[src/rtl/clb_cfg_loader.sv]
// rtl/clb_cfg_loader.sv - framed serial bitstream to per-CLB configuration word loader
module clb_cfg_loader #(
    parameter int NUM_CLB = 4,
    parameter int ADDR_W  = 2,
    parameter int CFG_W   = 37
) (
    input  logic              K,
    input  logic              RST_N,
    input  logic              DIN,
    input  logic              DVALID,
    output logic [CFG_W-1:0]  CFG_DATA,
    output logic [ADDR_W-1:0] CFG_ADDR,
    output logic              CFG_WE,
    output logic              BUSY,
    output logic              DONE,
    output logic              ERR,
    output logic [7:0]        ERR_CNT
);
    localparam int CNT_W = $clog2(CFG_W + 1);
    localparam logic [CNT_W-1:0]  LAST_BIT = CNT_W'(CFG_W - 1);
    localparam logic [ADDR_W-1:0] LAST_IDX = ADDR_W'(NUM_CLB - 1);

    typedef enum logic [2:0] {
        HUNT    = 3'd0,
        PAYLOAD = 3'd1,
        PARITY  = 3'd2,
        STOP    = 3'd3,
        DONE_S  = 3'd4
    } state_t;

    state_t             r_state;
    state_t             w_next;
    logic [3:0]         r_win;
    logic [CFG_W-1:0]   r_stage;
    logic [CNT_W-1:0]   r_cnt;
    logic               r_par_ok;
    logic               r_we;
    logic               r_err;
    logic [7:0]         r_err_cnt;
    logic [CFG_W-1:0]   r_data;
    logic [ADDR_W-1:0]  r_idx;

    logic [3:0]         w_win_nxt;
    logic               w_good;
    logic               w_last;

    assign w_win_nxt = {r_win[2:0], DIN};
    assign w_good    = r_par_ok & DIN;
    assign w_last    = (r_idx == LAST_IDX);

    always_ff @(posedge K or negedge RST_N) begin
        if (!RST_N) begin
            r_state <= HUNT;
        end else begin
            r_state <= w_next;
        end
    end

    always_comb begin
        w_next = r_state;
        if (DVALID) begin
            case (r_state)
                HUNT:    if (w_win_nxt == 4'b0010) w_next = PAYLOAD;
                PAYLOAD: if (r_cnt == LAST_BIT) w_next = PARITY;
                PARITY:  w_next = STOP;
                STOP:    w_next = (w_good && w_last) ? DONE_S : HUNT;
                DONE_S:  w_next = DONE_S;
                default: w_next = HUNT;
            endcase
        end
    end

    always_ff @(posedge K or negedge RST_N) begin
        if (!RST_N) begin
            r_win     <= 4'b1111;
            r_stage   <= '0;
            r_cnt     <= '0;
            r_par_ok  <= 1'b0;
            r_we      <= 1'b0;
            r_err     <= 1'b0;
            r_err_cnt <= 8'd0;
            r_data    <= '0;
            r_idx     <= '0;
        end else begin
            r_we <= 1'b0;
            // Index advances only once the write strobe has gone out with the old address.
            if (r_we && r_state != DONE_S) begin
                r_idx <= r_idx + 1'b1;
            end
            if (DVALID) begin
                case (r_state)
                    HUNT: begin
                        r_win <= w_win_nxt;
                        r_cnt <= '0;
                    end
                    PAYLOAD: begin
                        r_stage <= {r_stage[CFG_W-2:0], DIN};
                        r_cnt   <= r_cnt + 1'b1;
                    end
                    PARITY: begin
                        r_par_ok <= ~(^{r_stage, DIN});
                    end
                    STOP: begin
                        // Fresh window so a new preamble never borrows bits from this frame.
                        r_win <= 4'b1111;
                        if (w_good) begin
                            r_data <= r_stage;
                            r_we   <= 1'b1;
                        end else begin
                            r_err <= 1'b1;
                            if (r_err_cnt != 8'hFF) r_err_cnt <= r_err_cnt + 8'd1;
                        end
                    end
                    default: ;
                endcase
            end
        end
    end

    assign CFG_DATA = r_data;
    assign CFG_ADDR = r_idx;
    assign CFG_WE   = r_we;
    assign BUSY     = (r_state == PAYLOAD) || (r_state == PARITY) || (r_state == STOP);
    assign DONE     = (r_state == DONE_S);
    assign ERR      = r_err;
    assign ERR_CNT  = r_err_cnt;
endmodule
[config.mk]
export PLATFORM = sky130hd
export DESIGN_NAME = clb_cfg_loader
export DESIGN_NICKNAME = d
export VERILOG_FILES = /design/src/rtl/clb_cfg_loader.sv
export SDC_FILE = /design/constraint.sdc
export NUM_CORES = 1
export LEC_CHECK = 0
export CAP_MARGIN = 20
export CORE_UTILIZATION = 46
export CTS_CLUSTER_SIZE = 12
export DETAILED_ROUTE_END_ITERATION = 16
export GPL_ROUTABILITY_DRIVEN = 1
export GPL_TIMING_DRIVEN = 0
export PLACE_DENSITY_LB_ADDON = 0.2
export SLEW_MARGIN = 10
export SYNTH_ARGS = -nofsm -noshare
export SYNTH_HDL_FRONTEND = slang
export SYNTH_SLANG_ARGS = --single-unit
[constraint.sdc]
create_clock -name K -period 1.7 [get_ports K]
set_input_delay 0.34 -clock K [delete_from_list [all_inputs] [get_ports K]]
set_output_delay 0.34 -clock K [all_outputs]
set_load 0.1 [all_outputs]
Word level (Yosys, flattened, before mapping)
Cells that the tools add are included.
{"block": "word_totals", "regBits": 99}
{"block": "classes", "n_reduce_logical": 16, "bitwise": 3, "mux": 9, "eq_ne": 11, "addsub": 3}
{"cell": "XOR reduction 38 bit", "count": 1}
{"cell": "one-hot mux 3 bit (5 select lines)", "count": 1}
{"cell": "one-hot mux 6 bit (2 select lines)", "count": 1}
{"cell": "2-to-1 mux 3 bit", "count": 3}
{"cell": "AND reduction 3 bit", "count": 3}
{"cell": "adder 8 x 1 -> 8 bit (second input constant)", "count": 1}
{"cell": "!= test 8 bit (second input constant)", "count": 1}
{"cell": "AND reduction 2 bit", "count": 4}
{"cell": "adder 6 x 1 -> 6 bit (second input constant)", "count": 1}
{"cell": "== test 3 x 2 -> 1 bit (second input constant)", "count": 2}
{"cell": "== test 6 bit (second input constant)", "count": 1}
{"cell": "one-hot mux 3 bit (2 select lines)", "count": 1}
{"cell": "== test 4 x 2 -> 1 bit (second input constant)", "count": 1}
{"cell": "!= test 2 bit (second input constant)", "count": 2}
{"cell": "AND reduction 4 bit", "count": 1}
{"cell": "nonzero test 2 bit", "count": 2}
{"cell": "== test 3 x 1 -> 1 bit (second input constant)", "count": 1}
{"cell": "== test 3 bit (second input constant)", "count": 1}
{"cell": "logical NOT 3 bit", "count": 1}
{"cell": "2-to-1 mux 1 bit", "count": 3}
{"cell": "!= test 3 bit (second input constant)", "count": 1}
{"cell": "adder 2 x 1 -> 2 bit (second input constant)", "count": 1}
{"cell": "== test 2 bit (second input constant)", "count": 1}
{"cell": "logical AND 1 bit", "count": 2}
{"cell": "other kinds (3)", "count": 5}

Logic depth before layout (Yosys ltp)
{"block": "depth", "depth_word": 4, "mapped_depth": 8, "ltp_nobuf": 7}

Worst setup path before layout
Ideal clock, no wire load.
{"block": "synth_path", "path_kind": "reg-to-output", "start": "register r_state[1]", "end": "output BUSY", "slack_ps": -573, "arrival_ps": 1933, "stages_incl_launch_ff": 4, "required_time_ps": 1360, "path_cell_list": "dfrtp_1 -> clkbuf_1 -> nor2_1 -> nor2_1"}
{"block": "synth_between", "elab_chain_cells": 3, "word_cells_on_any_way": 5, "classes_between": "eq/ne (3); reduce/logical (2)"}
{"item": "start: declaration", "line_no": "31", "source": "state_t r_state;"}
{"item": "start signal: assignment", "line_no": "55", "source": "r_state <= w_next;"}
{"item": "== test 3 x 1 -> 1 bit / == test 3 x 2 -> 1 bit (equally long branches)", "line_no": "123", "source": "assign BUSY = (r_state == PAYLOAD) || (r_state == PARITY) || (r_state == STOP);"}
{"item": "logical OR 1 bit", "line_no": "123"}
{"item": "logical OR 1 bit (*)", "line_no": "123"}
{"item": "end: declaration", "line_no": "14", "source": "output logic BUSY,"}
Every way passes the cells marked *; elsewhere a longest branch is shown, timed or not.

Worst setup path after layout
{"block": "layout_path", "start": "register r_stage[14]", "end": "register r_par_ok"}
{"block": "layout_between", "elab_chain_cells": 2}
{"item": "start: declaration", "line_no": "34", "source": "logic [CFG_W-1:0] r_stage;"}
{"item": "start signal: assignment", "line_no": "97", "source": "r_stage <= {r_stage[CFG_W-2:0], DIN};"}
{"item": "XOR reduction 38 bit", "line_no": "101", "source": "r_par_ok <= ~(^{r_stage, DIN});"}
{"item": "NOT 1 bit", "line_no": "101"}
{"item": "end signal: assignment", "line_no": "101"}
{"item": "end: declaration", "line_no": "36", "source": "logic r_par_ok;"}
No other way between the ends.
A chain may end at the register's enable or synchronous reset.

==> summary by stage <==
Die
The die footprint is 9740 um2. The area of the core region is 8890 um2. The number of placed I/O pins is 55. The die boundary height is a little under 100 um.

After floorplanning, the core was divided into 34 placement rows. The starting utilization of the core area is roughly half. The die is 98.7 um wide.

Power
Dividing total power by cell area gives a power density of ~1200 nW/um2. IR analysis of the VDD net gives a maximum drop of 0.632 mV. The post-layout total power is 6.94 mW. The total leakage power is 2.74 nW.

STA
The clock arrives with roughly 0.014 ns of skew. The highest achievable clock rate is 517 MHz. The hold violation total from the final report is 0. For the pin with the worst max-slew slack, the measured transition is 0.565 ns.

The setup slack after layout is -0.235 ns. The routed design could run at a clock period as short as just under 2 ns. The number of pins with negative max-slew slack in the final report is 0. The final critical path takes up 114% of the cycle. Setup repair after global routing could not meet its margin everywhere. Measured against its own limit, the worst slew margin works out to 62.3%. Setup violations remaining at the end of the flow were counted as 17. The tightest hold margin is 0.484 ns.

Setup path
The worst setup path category is reg2reg. The critical path starts at r_stage[14]. The destination of the worst register-to-register timing path is r_par_ok. In this run the worst path has a maximum fanout of 4. In this run the register-to-register setup slack is -0.23 ns.

The worst setup path is launched from a flop. The nature of the critical path endpoint is a flop. For the worst flop-to-flop path, the logic depth is 6. The startpoint identified for the worst register-to-register timing path is r_stage[14]. The capture point of the critical path is r_par_ok. The required time reported for the critical path endpoint is 1.94 ns.

The data arrival time of the critical path is 2.18 ns.

Final layout
After routing the design area is 5840 um2. For this run, the share of the core covered by cells in the final layout is around two thirds. Of the cells placed in the final design, the portion with a size suffix greater than 1 is between 40% and 50%. Relative to the synthesized area, the layout overhead comes to 35.8%. The non-filler instance count after layout is 513. The post-layout net count is 408.

Placement
The number of placed instances, taps included, is 474. Once placement finished, the instance area stood at approximately 5200 um2. The global placement routability congestion is ~0.72. The half-perimeter wire length of the detailed placement result is 5070 um. Buffers placed on the I/O ports in this run total 54.

Synth
In this run the mean area of a mapped cell was ~14 um2. The number of enable-type register cells in the synthesized netlist is 0. Counting flops with an async set or reset pin after synthesis yields a share of 100%. In this run, synthesis produced a sequential element count of about 100. In the post-synthesis netlist, the cell with the most instances is sky130_fd_sc_hd__dfrtp_1. The mapped netlist covers 4300 um2. Synthesis produced a netlist whose cell count is between 300 and 400. The number of different library cells in the post-synthesis netlist is 37.

The net count after synthesis is about 320. The total of warnings raised by yosys is 0. After synthesis, the most frequently instantiated cells are 96 x sky130_fd_sc_hd__dfrtp_1, 63 x sky130_fd_sc_hd__mux2_2, 35 x sky130_fd_sc_hd__xnor2_1, 15 x sky130_fd_sc_hd__mux2_1, 12 x sky130_fd_sc_hd__nand2_1. Summed over its instances, the top area cell type makes up 55.9% of the synthesized netlist area. The sequential share of the synthesized area is just under 60%. Summed over all instances, the cell type with the most area after synthesis is sky130_fd_sc_hd__dfrtp_1. The most instantiated flip-flop cell in the synthesis netlist is sky130_fd_sc_hd__dfrtp_1. Ranked by total cell area, the synthesized netlist is headed by sky130_fd_sc_hd__dfrtp_1 56%, sky130_fd_sc_hd__mux2_2 16%, sky130_fd_sc_hd__xnor2_1 7.1%.

Global routing
After global routing the overflow that remains totals 0. The initial antenna violation count came to 1. The largest net degree at the start of global routing is 60. The via count of the first global-routing pass came to 2787. Across every metal layer, demand over resource in global routing totals 18.4%.

The wire length of the first global-routing pass is 14000 um.

Routing
The count of antenna-violating nets left after detailed routing is 0. After detailed routing, the number of vias per cell comes to 5.22. The mean routed wirelength per cell is 16.2 um. The detailed-routing iteration count for the pre-antenna-repair pass is 4. In this run, the number of DRC markers left after iteration 0 of detailed routing was between 90 and 100. The detailed-route DRC error count is 0.

For this block, the routed nets add up to 8290 um of wire. For this block, the via count after detailed routing is 2679.

Status
The checks that failed: setup timing. The flow ran to the end, but the final reports show violations.

Clock tree
The maximum clock path buffer count is 2. The register clock-pin slew on the reported worst setup and hold paths is 0.09 ns. The number of clock sinks is 99. The latest clock arrival within the worst-skew pair is 0.36 ns. Counting the buffers created by CTS gives 9. TritonCTS built the clock tree.

In this run the clock root is driven by a sky130_fd_sc_hd__clkbuf_8. In this run the number of H-tree levels came out at 3.

Run
Max-cap violations in this run came to 0.

Min path
The classification of the worst-slack hold path is reg2reg. The hold path startpoint is ERR.
==> power breakdown <==
group	leakage, nW	total, mW	switching (mW)	internal (mW)
sequential	1.33	2.90	0.291	2.61
combinational	1.30	2.38	0.985	1.40
clock	0.106	1.66	0.792	0.865
==> what timing repair did <==
| action | in CTS | in global routing |
|---|---|---|
| hold buffers | 1 | 0 |
| resized for setup | 203 | 15 |
| pin swaps | 10 | 14 |
| hold endpoints to repair | 37 | 0 |
| gates cloned | 3 | 0 |
| setup buffers | 18 | 6 |
| endpoints found under the setup margin | 136 | 64 |
==> cells by family after synthesis <==
family	Yosys count	share of synthesized area, %
compound gates	22	3.14
buf+inv	18	2.24
fa+ha+maj	4	1.16
flops	99	57.7
xor+xnor	44	9.28
simple gates	45	5.82
mux	79	20.7
==> placed cells by master (no fill, tap or decap), drive strengths merged, types with 4 or more instances in the layout <==
cell type,instances
a21oi,5
buf,43
clkbuf,12
clkdlybuf4s15,42
dfrtp,96
ha,4
inv,6
mux2,78
nand2,12
nor2,12
nor3,5
o21ai,9
xnor2,35
xor2,8
==> routing by layer <==
layer | GRT usage [%] | vias to the layer above | wire [um]
met5 | 0 | - | 0
met1 | 24.3 | 1366 | 3710
met3 | 3.90 | 8 | 273
met4 | 5.86 | 0 | 76
met2 | 30.4 | 56 | 4230
li1 | - | 1249 | -
==> how the worst min path moves through the flow <==
stage / to / slack [ns] / cells past startpoint
5_1_grt: CFG_DATA[16] / 0.51 / 1
4_1_cts: ERR / 0.49 / 1
3_3_place_gp: ERR / 0.46 / 1
3_5_place_dp: ERR_CNT[3] / 0.37 / 1
6_report: ERR / 0.48 / 1
2_1_floorplan: CFG_ADDR[0] / 0.04 / 0
==> final cells by class <==
cell class                 count  area, um2
buffer                         9        108
fill                         673       3050
antenna                        1       2.50
clock inverter                 4       76.3
timing repair buffer          81        917
tap                          108        135
multi-input combinational    194       1940
sequential                    99       2500
inverter                       6       22.5
clock buffer                  11        141
==> state kept, by name, indices dropped and copies added, names as in the netlist <==
| register | count |
|---|---|
| r_par_ok | 1 |
| r_stage | 37 |
| ERR | 1 |
| CFG_DATA | 37 |
| CFG_WE | 1 |
| r_cnt | 6 |
| r_state | 3 |
| r_win | 3 |
| CFG_ADDR | 2 |
| ERR_CNT | 8 |
==> critical path, cell delays in order (launching register included) <==
cell and delay [ns]:
sky130_fd_sc_hd__dfrtp_1 0.46, sky130_fd_sc_hd__xnor2_2 0.18, sky130_fd_sc_hd__xnor2_1 0.20, sky130_fd_sc_hd__xnor2_1 0.18
sky130_fd_sc_hd__xnor3_1 0.37, sky130_fd_sc_hd__xnor2_1 0.16, sky130_fd_sc_hd__mux2_4 0.27
==> stage by stage <==
stage / setup slack, ns / setup TNS (ns)
after global routing: -0.333 / -2.55
after detailed placement: -0.694 / -55.42
final: -0.235 / -0.826
after global placement: -4.08 / -388.96
after CTS: -0.209 / -4.43
after floorplan: -0.114 / -3.60
Power figures use the tool's default switching activity.
